[src/rtl/multi_port_circular_buffer_if.sv]
// Handshake/data bundle for multi_port_circular_buffer.
// The master side (producer/consumer logic) drives requests; the slave side is the buffer.
interface multi_port_circular_buffer_if #(
  parameter int PAR_WRITE = 2,
  parameter int PAR_READ  = 3,
  parameter int DEPTH     = 7,
  parameter int BITS      = 12
) ();
  localparam int WN_W  = $clog2(PAR_WRITE + 1);
  localparam int RN_W  = $clog2(PAR_READ + 1);
  localparam int CNT_W = $clog2(DEPTH + 1);

  logic                      flush;
  logic                      write_en;
  logic [WN_W-1:0]           wr_num;
  logic [PAR_WRITE*BITS-1:0] din;
  logic                      ready;
  logic                      read_en;
  logic [RN_W-1:0]           rd_num;
  logic [PAR_READ*BITS-1:0]  dout;
  logic                      valid;
  logic [CNT_W-1:0]          count;
  logic                      almost_full;
  logic                      almost_empty;
  logic                      overflow;
  logic                      underflow;

  modport master (
    output flush, write_en, wr_num, din, read_en, rd_num,
    input  ready, dout, valid, count, almost_full, almost_empty, overflow, underflow
  );

  modport slave (
    input  flush, write_en, wr_num, din, read_en, rd_num,
    output ready, dout, valid, count, almost_full, almost_empty, overflow, underflow
  );
endinterface

[src/rtl/multi_port_circular_buffer.sv]
// Circular FIFO accepting 1..PAR_WRITE words and releasing 1..PAR_READ words per cycle.
// dout is a zero-latency window of the PAR_READ oldest entries.
// Optional feature macro: BUF_ERR_FLAGS_EN (sticky overflow/underflow flags with warnings);
// when undefined, overflow/underflow are tied low.
module multi_port_circular_buffer #(
  parameter int PAR_WRITE = 2,
  parameter int PAR_READ  = 3,
  parameter int DEPTH     = 7,
  parameter int BITS      = 12,
  parameter int AF_LEVEL  = DEPTH - 1,
  parameter int AE_LEVEL  = 1
) (
  input logic                          clk,
  input logic                          rst,
  multi_port_circular_buffer_if.slave  bus
);
  localparam int CNT_W = $clog2(DEPTH + 1);
  localparam int PTR_W = (DEPTH > 1) ? $clog2(DEPTH) : 1;
  localparam int SUM_W = CNT_W + 1;

  localparam logic [CNT_W-1:0] DEPTH_C = CNT_W'(DEPTH);
  localparam logic [CNT_W-1:0] PW_C    = CNT_W'(PAR_WRITE);
  localparam logic [CNT_W-1:0] PR_C    = CNT_W'(PAR_READ);
  localparam logic [CNT_W-1:0] AF_C    = CNT_W'(AF_LEVEL);
  localparam logic [CNT_W-1:0] AE_C    = CNT_W'(AE_LEVEL);

  if (DEPTH < PAR_WRITE || DEPTH < PAR_READ) begin : g_bad_depth
    $error("multi_port_circular_buffer: DEPTH must be >= max(PAR_WRITE, PAR_READ)");
  end

  logic [BITS-1:0]  mem [DEPTH];
  logic [PTR_W-1:0] wr_ptr, rd_ptr;
  logic [CNT_W-1:0] count;
  logic [CNT_W-1:0] free;
  logic [CNT_W-1:0] wr_n, rd_n;
  logic             wr_acc, rd_acc;
  logic             wr_rej, rd_rej;

  // Pointer advance with compare-and-subtract; p < DEPTH and n <= DEPTH keep the sum below 2*DEPTH.
  function automatic logic [PTR_W-1:0] ptr_add(input logic [PTR_W-1:0] p, input logic [CNT_W-1:0] n);
    logic [SUM_W-1:0] s;
    s = SUM_W'(p) + SUM_W'(n);
    if (s >= SUM_W'(DEPTH)) s = s - SUM_W'(DEPTH);
    return s[PTR_W-1:0];
  endfunction

  // Acceptance decode against start-of-cycle count/free; flush discards both requests.
  always_comb begin
    // NOTE: every always_comb output gets a default first so no path leaves it unassigned (no latch).
    free   = DEPTH_C - count;
    wr_n   = CNT_W'(bus.wr_num);
    rd_n   = CNT_W'(bus.rd_num);
    wr_acc = 1'b0;
    rd_acc = 1'b0;
    wr_rej = 1'b0;
    rd_rej = 1'b0;
    if (!bus.flush) begin
      wr_acc = bus.write_en && (wr_n != '0) && (wr_n <= free);
      rd_acc = bus.read_en  && (rd_n != '0) && (rd_n <= count);
      wr_rej = bus.write_en && (wr_n > free);
      rd_rej = bus.read_en  && (rd_n > count);
    end
  end

  // Pointer and occupancy registers.
  always_ff @(posedge clk or negedge rst) begin
    // NOTE: sequential state uses non-blocking assignments so all registers update from pre-edge values.
    if (!rst) begin
      wr_ptr <= '0;
      rd_ptr <= '0;
      count  <= '0;
    end else if (bus.flush) begin
      wr_ptr <= '0;
      rd_ptr <= '0;
      count  <= '0;
    end else begin
      if (wr_acc) wr_ptr <= ptr_add(wr_ptr, wr_n);
      if (rd_acc) rd_ptr <= ptr_add(rd_ptr, rd_n);
      count <= count + (wr_acc ? wr_n : '0) - (rd_acc ? rd_n : '0);
    end
  end

  // Storage write of words 0..wr_num-1 starting at wr_ptr.
  always_ff @(posedge clk) begin
    // NOTE: storage is deliberately not reset; count gates what is meaningful, and this keeps it plain RAM.
    for (int k = 0; k < PAR_WRITE; k++) begin
      if (wr_acc && (CNT_W'(k) < wr_n)) begin
        mem[ptr_add(wr_ptr, CNT_W'(k))] <= bus.din[k*BITS +: BITS];
      end
    end
  end

  // Zero-latency read window: word i is the entry at rd_ptr+i.
  always_comb begin
    bus.dout = '0;
    for (int i = 0; i < PAR_READ; i++) begin
      bus.dout[i*BITS +: BITS] = mem[ptr_add(rd_ptr, CNT_W'(i))];
    end
  end

  // Status flags decoded from the registered count.
  always_comb begin
    bus.count        = count;
    bus.ready        = free >= PW_C;
    bus.valid        = count >= PR_C;
    bus.almost_full  = count >= AF_C;
    bus.almost_empty = count <= AE_C;
  end

`ifdef BUF_ERR_FLAGS_EN
  logic overflow_q, underflow_q;

  // Sticky error flags, cleared by reset or flush.
  always_ff @(posedge clk or negedge rst) begin
    if (!rst) begin
      overflow_q  <= 1'b0;
      underflow_q <= 1'b0;
    end else if (bus.flush) begin
      overflow_q  <= 1'b0;
      underflow_q <= 1'b0;
    end else begin
      if (wr_rej) overflow_q  <= 1'b1;
      if (rd_rej) underflow_q <= 1'b1;
    end
  end

  assign bus.overflow  = overflow_q;
  assign bus.underflow = underflow_q;

  // Simulation warnings for rejected requests.
  always @(posedge clk) begin
    if (rst && wr_rej) $display("multi_port_circular_buffer warning: write of %0d words, %0d free", wr_n, free);
    if (rst && rd_rej) $display("multi_port_circular_buffer warning: read of %0d words, %0d held", rd_n, count);
  end
`else
  assign bus.overflow  = 1'b0;
  assign bus.underflow = 1'b0;
`endif

endmodule
[src/flat_wrapper.sv]
// flat-port wrapper written by rule: the top's interface ports become plain ports
module multi_port_circular_buffer_flat 
#(
  parameter int PAR_WRITE = 2,
  parameter int PAR_READ  = 3,
  parameter int DEPTH     = 7,
  parameter int BITS      = 12,
  parameter int AF_LEVEL  = DEPTH - 1,
  parameter int AE_LEVEL  = 1
)
  (clk, rst, bus_flush, bus_write_en, bus_wr_num, bus_din, bus_read_en, bus_rd_num, bus_ready, bus_dout, bus_valid, bus_count, bus_almost_full, bus_almost_empty, bus_overflow, bus_underflow);
  multi_port_circular_buffer_if #(.PAR_WRITE(PAR_WRITE), .PAR_READ(PAR_READ), .DEPTH(DEPTH), .BITS(BITS)) bus_i ();
  input logic clk;
  input logic rst;
  input wire logic [$bits(bus_i.flush)-1:0] bus_flush;
  input wire logic [$bits(bus_i.write_en)-1:0] bus_write_en;
  input wire logic [$bits(bus_i.wr_num)-1:0] bus_wr_num;
  input wire logic [$bits(bus_i.din)-1:0] bus_din;
  input wire logic [$bits(bus_i.read_en)-1:0] bus_read_en;
  input wire logic [$bits(bus_i.rd_num)-1:0] bus_rd_num;
  output wire logic [$bits(bus_i.ready)-1:0] bus_ready;
  output wire logic [$bits(bus_i.dout)-1:0] bus_dout;
  output wire logic [$bits(bus_i.valid)-1:0] bus_valid;
  output wire logic [$bits(bus_i.count)-1:0] bus_count;
  output wire logic [$bits(bus_i.almost_full)-1:0] bus_almost_full;
  output wire logic [$bits(bus_i.almost_empty)-1:0] bus_almost_empty;
  output wire logic [$bits(bus_i.overflow)-1:0] bus_overflow;
  output wire logic [$bits(bus_i.underflow)-1:0] bus_underflow;
  assign bus_i.flush = bus_flush;
  assign bus_i.write_en = bus_write_en;
  assign bus_i.wr_num = bus_wr_num;
  assign bus_i.din = bus_din;
  assign bus_i.read_en = bus_read_en;
  assign bus_i.rd_num = bus_rd_num;
  assign bus_ready = bus_i.ready;
  assign bus_dout = bus_i.dout;
  assign bus_valid = bus_i.valid;
  assign bus_count = bus_i.count;
  assign bus_almost_full = bus_i.almost_full;
  assign bus_almost_empty = bus_i.almost_empty;
  assign bus_overflow = bus_i.overflow;
  assign bus_underflow = bus_i.underflow;
  multi_port_circular_buffer #(.PAR_WRITE(PAR_WRITE), .PAR_READ(PAR_READ), .DEPTH(DEPTH), .BITS(BITS), .AF_LEVEL(AF_LEVEL), .AE_LEVEL(AE_LEVEL)) u_core (.clk(clk), .rst(rst), .bus(bus_i));
endmodule
[config.mk]
export PLATFORM = sky130hd
export DESIGN_NAME = multi_port_circular_buffer_flat
export DESIGN_NICKNAME = d
export VERILOG_FILES = /design/src/rtl/multi_port_circular_buffer_if.sv /design/src/rtl/multi_port_circular_buffer.sv /design/src/flat_wrapper.sv
export SDC_FILE = /design/constraint.sdc
export NUM_CORES = 1
export LEC_CHECK = 0
export ABC_AREA = 1
export CORE_ASPECT_RATIO = 1.2
export CORE_MARGIN = 3
export CORE_UTILIZATION = 59
export CTS_CLUSTER_DIAMETER = 60
export DETAILED_ROUTE_END_ITERATION = 10
export GPL_TIMING_DRIVEN = 0
export PLACE_DENSITY_LB_ADDON = 0.05
export SLEW_MARGIN = 10
export SYNTH_ARGS = -nofsm -noshare
export SYNTH_HDL_FRONTEND = slang
export SYNTH_SLANG_ARGS = --single-unit
[constraint.sdc]
create_clock -name clk -period 3.45 [get_ports clk]
set_input_delay 0.8625 -clock clk [delete_from_list [all_inputs] [get_ports clk]]
set_output_delay 0.8625 -clock clk [all_outputs]
set_load 0.1 [all_outputs]
Word level (Yosys, flattened, before mapping)
Memories as Yosys holds them, arrays and structs flattened.
Cells that the tools add are included.
{"block": "totals", "regBits": 9, "ramBits": 84, "output_inout_bits": 45, "memories": 1}
{"name": "u_core.mem", "words": 7, "width": 12, "rd": 3, "rd_clocked_by_memory_dff": 0, "wr": 2, "line_no": "multi_port_circular_buffer.sv:31", "source": "logic [BITS-1:0] mem [DEPTH];"}
{"block": "op_classes", "add_sub_neg": 15, "order_cmp": 15, "muxes": 22, "reduce_logical": 10}
{"op": "$mux W3", "n": 14}
{"op": "$sub A3 B3 Y3 const B", "n": 7}
{"op": "$ge A4 B3 Y1 const B", "n": 5}
{"op": "$ge A3 B3 Y1 const B", "n": 3}
{"op": "$add A3 B1 Y4 const B", "n": 2}
{"op": "$add A3 B2 Y4", "n": 2}
{"op": "$reduce_bool A2 Y1", "n": 4}
{"op": "$ge A3 B2 Y1 const B", "n": 2}
{"op": "$le A2 B3 Y1", "n": 2}
{"op": "$logic_and A1 B1 Y1", "n": 6}
{"op": "$mux W1", "n": 6}
{"op": "$add A3 B2 Y4 const B", "n": 1}
{"op": "$lt A1 B2 Y1 const A", "n": 2}
{"op": "$mux W2", "n": 2}
{"op": "$add A3 B3 Y3", "n": 1}
{"op": "$le A3 B1 Y1 const B", "n": 1}
{"op": "$sub A3 B3 Y3", "n": 1}
{"op": "$sub A3 B3 Y3 const A", "n": 1}

Depth between registers and ports, before layout
Gate-level depths: netlist of the first run.
{"block": "depth", "ltp_word": 8, "ltp_mapped": 15, "mapped_depth_nobuf": 14}

Worst setup path after synthesis of the first run
No wires, ideal clock.
{"block": "synth_path", "path_kind": "register to output", "startpoint": "reg u_core.count[1], in the netlist u_core.bus.count[1]", "endpoint": "out bus_valid", "arrival_ns": 3.277, "path_slack_ns": -0.690, "path_stages_with_launch": 3, "path_buffers": 0, "cell_sequence": "dfrtp_1 inv_1 o21ai_0"}
{"block": "synth_between", "elab_chain_len": 1}
{"item": "from (decl)", "line_no": "multi_port_circular_buffer.sv:33", "source": "logic [CNT_W-1:0] count;"}
{"item": "from (signal assigned)", "line_no": "multi_port_circular_buffer.sv:79", "source": "count <= count + (wr_acc ? wr_n : '0) - (rd_acc ? rd_n : '0);"}
{"item": "$ge A3 B2 Y1", "line_no": "multi_port_circular_buffer.sv:105", "source": "bus.valid = count >= PR_C;"}
{"item": "to (decl)", "line_no": "flat_wrapper.sv:23", "source": "output wire logic [$bits(bus_i.valid)-1:0] bus_valid;"}
No other way between the ends.

Worst setup path in the final report of the first run
{"block": "layout_path", "startpoint": "reg u_core.rd_ptr[1]", "endpoint": "out bus_dout[27]"}
{"block": "layout_between", "elab_chain_len": 4, "word_cells_on_any_way": 5, "cone_classes": "add/sub (2); order compare (1); mux (1); memory (1)"}
{"item": "from (decl)", "line_no": "multi_port_circular_buffer.sv:32", "source": "logic [PTR_W-1:0] wr_ptr, rd_ptr;"}
{"item": "from (signal assigned)", "line_no": "multi_port_circular_buffer.sv:78", "source": "if (rd_acc) rd_ptr <= ptr_add(rd_ptr, rd_n);"}
{"item": "$add A3 B2 Y4 *", "line_no": "multi_port_circular_buffer.sv:42", "source": "s = SUM_W'(p) + SUM_W'(n);"}
{"item": "$ge A4 B3 Y1 or $sub A3 B3 Y3 (tied branches)", "line_no": "multi_port_circular_buffer.sv:43", "source": "if (s >= SUM_W'(DEPTH)) s = s - SUM_W'(DEPTH);"}
{"item": "$mux W3 *", "line_no": "multi_port_circular_buffer.sv:43"}
{"item": "$mem_v2 Z7 W12 *"}
{"item": "to (decl)", "line_no": "flat_wrapper.sv:22", "source": "output wire logic [$bits(bus_i.dout)-1:0] bus_dout;"}
Every way passes the cells marked *; elsewhere a longest branch is shown, timed or not.

==> summary.txt, run 1 <==
Status
  – Status: finished with violations
  – Failing checks: negative setup slack

Timing
  – Final Skew: 0.00759 ns
  – Min Tclk post-route: 3.47 ns
  – Least-Margin Pin Slew: 0.983 ns
  – Final setup vio count: 6
  – Worst Slack Setup Final: -0.0195 ns
  – Hold Vio Cnt, Final: 0
  – Worst relative slew slack: 34.3%
  – Crit share post-route: 101%
  – RSZ-0062 raised after global routing: yes
  – Max Slew Vio Count: 0
  – FMAX: 288 MHz
  – Worst hold margin: 0.606 ns

Min path
  – Worst hold path type: flop to flop

Synth
  – Seq cells post-synth: 93
  – Syn_area_per_cell: 6.59 um^2
  – Area leader, netlist: edfxtp_1
  – Yosys warning count: 0
  – Synth cell types: 38
  – Ys async rst share: 9.68%
  – Synth area leaders: edfxtp_1 32%, nand2_1 27%, nand3_1 11%, inv_1 5.9%, ha_1 3.1%
  – Most used flip-flop cell after synthesis: edfxtp_1
  – Number of synthesized flops with an enable pin: 84
  – Cell area after synthesis: 8000 um^2
  – Syn Inst Count: 1214
  – Seq/Total Area, Yosys: 34.3%
  – Synth top area share: 31.5%

Power and ir drop
  – Switching Fraction: 51.0%
  – Sequential share of power: 20.5%
  – Combinational power share: 63.4%
  – Psw: 3.36 mW
  – Internal: 3.22 mW
  – Pleak: 4.98 nW
  – Peak supply drop: 0.000635 V
  – Clock power frac: 16.1%
  – Pwr/cell area: 647 nW/um^2

Worst setup path
  – Crit path max-delay cell type: dfrtp_2
  – CP top delay family: buffers and inverters
  – Setup CP Type: flop to primary output
  – Buf/Inv on CP: 6
  – Setup crit start kind: flop
  – CP max stage delay: 0.44 ns
  – Crit path DAT: 2.61 ns
  – Crit-path max FO: 6
  – Worst setup EP type: primary output
  – Worst EP required: 2.59 ns
  – Worst-path cell chain: inv_2 > ha_2 > fa_2 > inv_4 > nand2_4 > o21ai_4 > buf_12 > inv_4 > buf_4 > nand3_1 > nand2_1 > o21a_2 > buf_12

GRT
  – Vias in the first global route: 7814
  – GRT Total Usage: 36.2%
  – Initial antenna violation count: 0
  – Overflow left after global routing: 0
  – Largest net degree at the start of global routing: 19
  – First-pass GRT wire length: 42200 um

Clocking
  – CTS Buf Count: 9
  – Root buf cell: clkbuf_16
  – Maximum clock insertion buffer count: 2
  – Clk sinks: 93
  – CTS Hold Bufs: 0
  – Worst skew pair latency: 0.36 ns
  – H-tree depth: 3
  – CTS tree: done
  – Worst-path clk slew: 0.07 ns

Floorplanning
  – Io pins: 78
  – FP Rows: 46
  – Die H: 134 um
  – Initial Utilization: 60.4%
  – Die Wd: 112 um
  – Die area: 15000 um^2
  – Core ar.: 13200 um^2

Place
  – Final GP Congestion: 0.984
  – Dpl cells: 1458
  – Post-DP HPWL: 21000 um
  – Count of input and output buffers: 75

Finish
  – # fillers: 1005
  – Nets: 1376
  – Antenna cells: 0
  – Commonest non-fill, non-tap cell in the layout: nand2_1
  – Cell Count, Final, Fillers Out: 1491
  – P&R area growth vs syn: 27.1%
  – Most frequent cells in the layout: 563 x nand2_1, 165 x nand3_1, 119 x inv_1
  – Layout cells sized above 1: 17.5%

Route
  – Number of iterations in the first detailed-routing pass: 6
  – Routed WL: 27800 um
  – Via-per-instance ratio: 5.81
  – DRC viols: 0
  – Antenna Violating Nets Remaining: 0
  – Via count: 8666
  – Initial drt markers: 1174
  – Routed length per instance: 18.6 um

Run
  – Max-Cap Viols: 0
-- repair_timing --
item	in CTS	in global routing
buffers inserted	11	5
gates cloned	0	1
resized for setup	345	100
setup endpoints to repair	38	62
pin swaps	5	6
-- metrics by stage --
step	cell area [um^2]	setup TNS (ns)	util, %	power (mW)	setup WS (ns)
floorplan	8030	0	-	3.99	0.0445
global placement	8990	-42.88	67.9	4.80	-1.24
detailed placement	8990	-48.08	67.9	4.83	-1.24
CTS	9730	-0.292	73.5	6.22	-0.0226
global route	10200	-0.870	76.8	6.81	-0.0843
finish	10200	-0.0591	76.8	6.58	-0.0195
-- cell usage after synthesis, types with 2 or more instances --
master	number
edfxtp_1	84
buf_6	6
xor2_1	4
nor2_2	4
nor2_4	3
nand3_4	2
nand2_1	581
dfrtp_1	9
nand3_2	8
o211ai_1	14
ha_1	20
a21oi_1	6
nand2_8	2
o21ai_0	33
buf_4	13
nand3_1	174
o21ai_2	3
o21a_1	13
fa_1	5
inv_2	7
buf_1	3
nand2_2	9
nor2_1	19
clkbuf_1	13
inv_1	125
nand2_4	2
buf_2	28
o21ai_1	14
-- worst register-to-register path, cell delays in order (launching register included) --
cell	delay, ns
dfrtp_1	0.50
inv_1	0.12
ha_1	0.32
inv_1	0.06
nor2_1	0.03
o21ai_0	0.19
nand2_1	0.14
nor2_4	0.14
nand2_1	0.10
fa_1	0.49
inv_1	0.05
fa_1	0.43
xor2_1	0.17
nor2_1	0.11
-- registers in the layout, indices dropped and copies added (netlist names) --
register / count
u_core.mem: 84
u_core.bus.count: 3
u_core.rd_ptr: 3
u_core.wr_ptr: 3
-- power groups by stage --
stage / combinational, mW / sequential [mW] / clock (mW)
after global routing: 4.37 / 1.36 / 1.08
final: 4.17 / 1.35 / 1.06
after global placement: 3.43 / 1.37 / 0
after detailed placement: 3.46 / 1.37 / 0
after CTS: 3.82 / 1.35 / 1.05
after floorplan: 2.57 / 1.42 / 0
-- kinds of logic (layout without fill, tap and decap cells) --
family / after synthesis / in the layout / share of synthesized area, %
AND/OR/NAND/NOR: 810 / 810 / 43.5
buffers and inverters: 196 / 304 / 10.9
flip-flops: 93 / 93 / 34.3
AO/OA/AOI/OAI: 84 / 84 / 6.27
adder cells (fa/ha/maj): 25 / 25 / 4.38
XOR/XNOR: 5 / 5 / 0.547
other: 1 / 2 / 0.0469
-- final timing paths --
kind,start,end,slack (ns),cells after the start
max in group asynchronous,rst,u_core.rd_ptr[1]$_DFFE_PN0P_,2.25,1
max reg2reg,u_core.bus.count[1]$_DFF_PN0_,u_core.bus.count[2]$_DFF_PN0_,0.54,13
min,u_core.rd_ptr[1]$_DFFE_PN0P_,u_core.rd_ptr[1]$_DFFE_PN0P_,0.61,2
max,u_core.rd_ptr[1]$_DFFE_PN0P_,bus_dout[27],-0.02,13
min reg2reg,u_core.rd_ptr[1]$_DFFE_PN0P_,u_core.rd_ptr[1]$_DFFE_PN0P_,0.61,2
min in group asynchronous,rst,u_core.wr_ptr[1]$_DFFE_PN0P_,0.84,1
-- cell type report --
cell class                      instances  area [um^2]  share of cell area [%]
Multi-Input combinational cell        926         4640                    45.6
Sequential cell                        93         2750                    27.1
Timing Repair Buffer                   92         1210                    11.9
Inverter                              133          531                    5.22
Buffer                                 63          510                    5.02
Clock buffer                            9          225                    2.22
Tap cell                              168          210                    2.07
Clock inverter                          7         92.6                   0.911
-- layer usage --
| layer | vias to the layer above | GRT usage [%] | wire length [um] |
|---|---|---|---|
| li1 | 4075 | - | - |
| met1 | 3883 | 48.2 | 10500 |
| met2 | 601 | 58.2 | 12900 |
| met3 | 107 | 4.54 | 2920 |
| met4 | 0 | 18.2 | 1460 |
| met5 | - | 0 | 0 |
No activity file was read; power rests on OpenSTA's default activity.
==> run 2, diff against run 1 <==
- CTS_CLUSTER_SIZE: not set -> 25
==> results of run 2 <==
Same layout as run 1: the final DEF is identical, and so are final timing and power.
==> run 3, diff against run 2 <==
- CORE_MARGIN: 3 -> not set
==> summary.txt, run 3 (synthesis gave the netlist of run 1 again) <==
Power and ir drop
  – Pleak: 4.91 nW (-1.4%)
  – Peak supply drop: 0.000612 V (-3.6%)
  – Pwr/cell area: 643 nW/um^2 (-0.57%)

GRT
  – First-pass GRT wire length: 41000 um (-2.8%)
  – Initial antenna violation count: 0 (unchanged)
  – Overflow left after global routing: 0 (unchanged)
  – GRT Total Usage: 38.6% (+2.5 points)
  – Vias in the first global route: 7722 (-1.2%)
  – Largest net degree at the start of global routing: 18 (-1)

Worst setup path
  – R2r endpoint: u_core.mem[2][4]$_DFFE_PP_
  – Crit-path max FO: 5 (-1)
  – Setup CP Type: flop to primary output
  – Worst reg2reg path depth: 9 (-4)
  – Worst r2r src: u_core.wr_ptr[0]$_DFFE_PN0P_
  – Crit path DAT: 2.58 ns (-0.03 ns)
  – Worst setup EP type: primary output
  – Worst EP required: 2.59 ns (about the same)
  – Worst Setup SP: u_core.rd_ptr[1]$_DFFE_PN0P_
  – Setup crit start kind: flop
  – Worst setup path endpoint: bus_dout[27]
  – R2R setup slack: 0.29 ns (-0.25 ns)

Route
  – DRC viols: 0 (unchanged)
  – Antenna Violating Nets Remaining: 0 (unchanged)
  – Initial drt markers: 793 (-32%)
  – Routed length per instance: 17.7 um (-4.9%)
  – Via count: 8586 (-0.92%)
  – Number of iterations in the first detailed-routing pass: 8 (+2)
  – Routed WL: 26400 um (-4.8%)
  – Via-per-instance ratio: 5.75 (-1.1%)

Floorplanning
  – Core ar.: 13200 um^2 (unchanged)
  – Io pins: 78 (unchanged)
  – Die H: 130 um (-3.0%)
  – Die area: 14000 um^2 (-6.5%)
  – Initial Utilization: 60.4% (unchanged)
  – Die Wd: 108 um (-3.6%)
  – FP Rows: 46 (unchanged)

Place
  – Post-DP HPWL: 20300 um (-3.7%)
  – Count of input and output buffers: 75 (unchanged)
  – Final GP Congestion: 0.975 (-0.88%)
  – Place WS: -1.24 ns (-0.00428 ns)
  – Placement Cell Area: 8990 um^2 (unchanged)

Finish
  – Max FFs per register: 84 (unchanged)
  – Most frequent cells in the layout: 563 x nand2_1, 171 x nand3_1, 118 x inv_1
  – Antenna cells: 0 (unchanged)
  – # fillers: 1027 (+2.2%)
  – Commonest non-fill, non-tap cell in the layout: nand2_1
  – Design area: 10000 um^2 (-1.5%)
  – Nets: 1378 (+0.15%)
  – Top reg by flops: u_core.mem
  – Layout cells sized above 1: 17.1% (-0.40 points)
  – P&R area growth vs syn: 25.2%

Min path
  – Worst hold path type: flop to flop

Timing
  – Final setup vio count: 0 (-6)
  – Min Tclk post-route: 3.45 ns (-0.0221 ns)
  – Worst Slack Setup Final: 0.00259 ns (+0.0221 ns)
  – Least-Margin Pin Slew: 1.13 ns (+0.149 ns)
  – FMAX: 290 MHz (+0.64%)
  – Final setup TNS: 0 ns (+0.0591 ns)
  – Worst relative slew slack: 24.0% (-10 points)
  – Hold Vio Cnt, Final: 0 (unchanged)
  – Final Skew: 0.00844 ns (+0.000853 ns)
  – Max Slew Vio Count: 0 (unchanged)
  – Crit share post-route: 99.9% (-0.64 points)
  – RSZ-0062 raised after global routing: yes

Clocking
  – Root buf cell: clkbuf_16
  – Clk sinks: 93 (unchanged)
  – Worst-path clk slew: 0.07 ns (about the same)
  – Maximum clock insertion buffer count: 2 (unchanged)
  – H-tree depth: 3 (unchanged)
  – CTS tree: done
  – CTS Buf Count: 9 (unchanged)
  – Worst skew pair latency: 0.34 ns (-0.02 ns)

Run
  – Max-Cap Viols: 0 (unchanged)

Status
  – Status: finished clean
[run 3: changes by cell type in the layout (fill, tap and decap cells not counted), sizes merged, moves of 2 or more]
cell          delta
clkinvlp         -2
dlygate4sd2      +2
dlymetal6s2s     -2
buf              +9
clkbuf           -7
[run 3: what timing repair did]
item / CTS / global route
pin swaps: 3 / 9
gates resized for setup: 330 / 86
setup buffers: 9 / 10
hold buffers: 0 / 0
endpoints found under the hold margin: 0 / 0
gates cloned: 0 / 0
setup endpoints to repair: 50 / 37
[run 3: per-stage QoR]
step	hold WS, ns	power [mW]	util [%]	std cells
finish	0.656	6.44	75.7	1493
CTS	0.660	6.22	73.2	1483
global route	0.686	6.70	75.7	1493
global placement	0.627	4.78	67.9	1458
floorplan	0.567	3.99	-	1215
detailed placement	0.640	4.80	67.9	1458
[run 3: final cells by class]
| class | instances | area, um^2 | area share (%) |
|---|---|---|---|
| multi-input combinational | 926 | 4600 | 46.0 |
| inverter | 133 | 526 | 5.25 |
| clock buffer | 9 | 225 | 2.25 |
| tap | 168 | 210 | 2.10 |
| timing repair buffer | 94 | 1110 | 11.1 |
| buffer | 63 | 487 | 4.86 |
| sequential | 93 | 2750 | 27.5 |
| clock inverter | 7 | 103 | 1.02 |
[run 3: worst min path at each step]
stage	startpoint	end	slack (ns)	cells after the start
2_1_floorplan	rst	u_core.bus.count[0]$_DFF_PN0_	0.57	0
3_3_place_gp	u_core.wr_ptr[2]$_DFFE_PN0P_	u_core.wr_ptr[2]$_DFFE_PN0P_	0.63	2
3_5_place_dp	u_core.wr_ptr[2]$_DFFE_PN0P_	u_core.wr_ptr[2]$_DFFE_PN0P_	0.64	2
4_1_cts	u_core.wr_ptr[2]$_DFFE_PN0P_	u_core.wr_ptr[2]$_DFFE_PN0P_	0.66	2
5_1_grt	u_core.rd_ptr[2]$_DFFE_PN0P_	u_core.rd_ptr[2]$_DFFE_PN0P_	0.69	2
6_report	u_core.wr_ptr[2]$_DFFE_PN0P_	u_core.wr_ptr[2]$_DFFE_PN0P_	0.66	2
[run 3: power by group]
group / total, mW / switching, mW / internal [mW]
Sequential: 1.35 / 0.0545 / 1.30
Combinational: 4.01 / 2.77 / 1.23
Clock: 1.08 / 0.438 / 0.645
[run 3: per-layer routing]
layer | global-route usage [%] | routed length [um] | vias up | share of wire, %
met1 | 51.0 | 9870 | 3829 | 37
li1 | - | - | 4073 | -
met4 | 13.3 | 867 | 0 | 3.3
met2 | 64.9 | 12800 | 601 | 49
met5 | 0 | 0 | - | 0
met3 | 5.48 | 2850 | 83 | 11
[run 3: worst max-delay path, cell delays in order (launching register included)]
cell     delay, ns
dfrtp_2       0.43
inv_2         0.05
ha_2          0.17
fa_2          0.44
inv_4         0.12
nand2_2       0.07
o21ai_4       0.12
inv_2         0.09
buf_4         0.16
nand3_1       0.09
nand2_1       0.08
o21a_2        0.24
buf_12        0.17
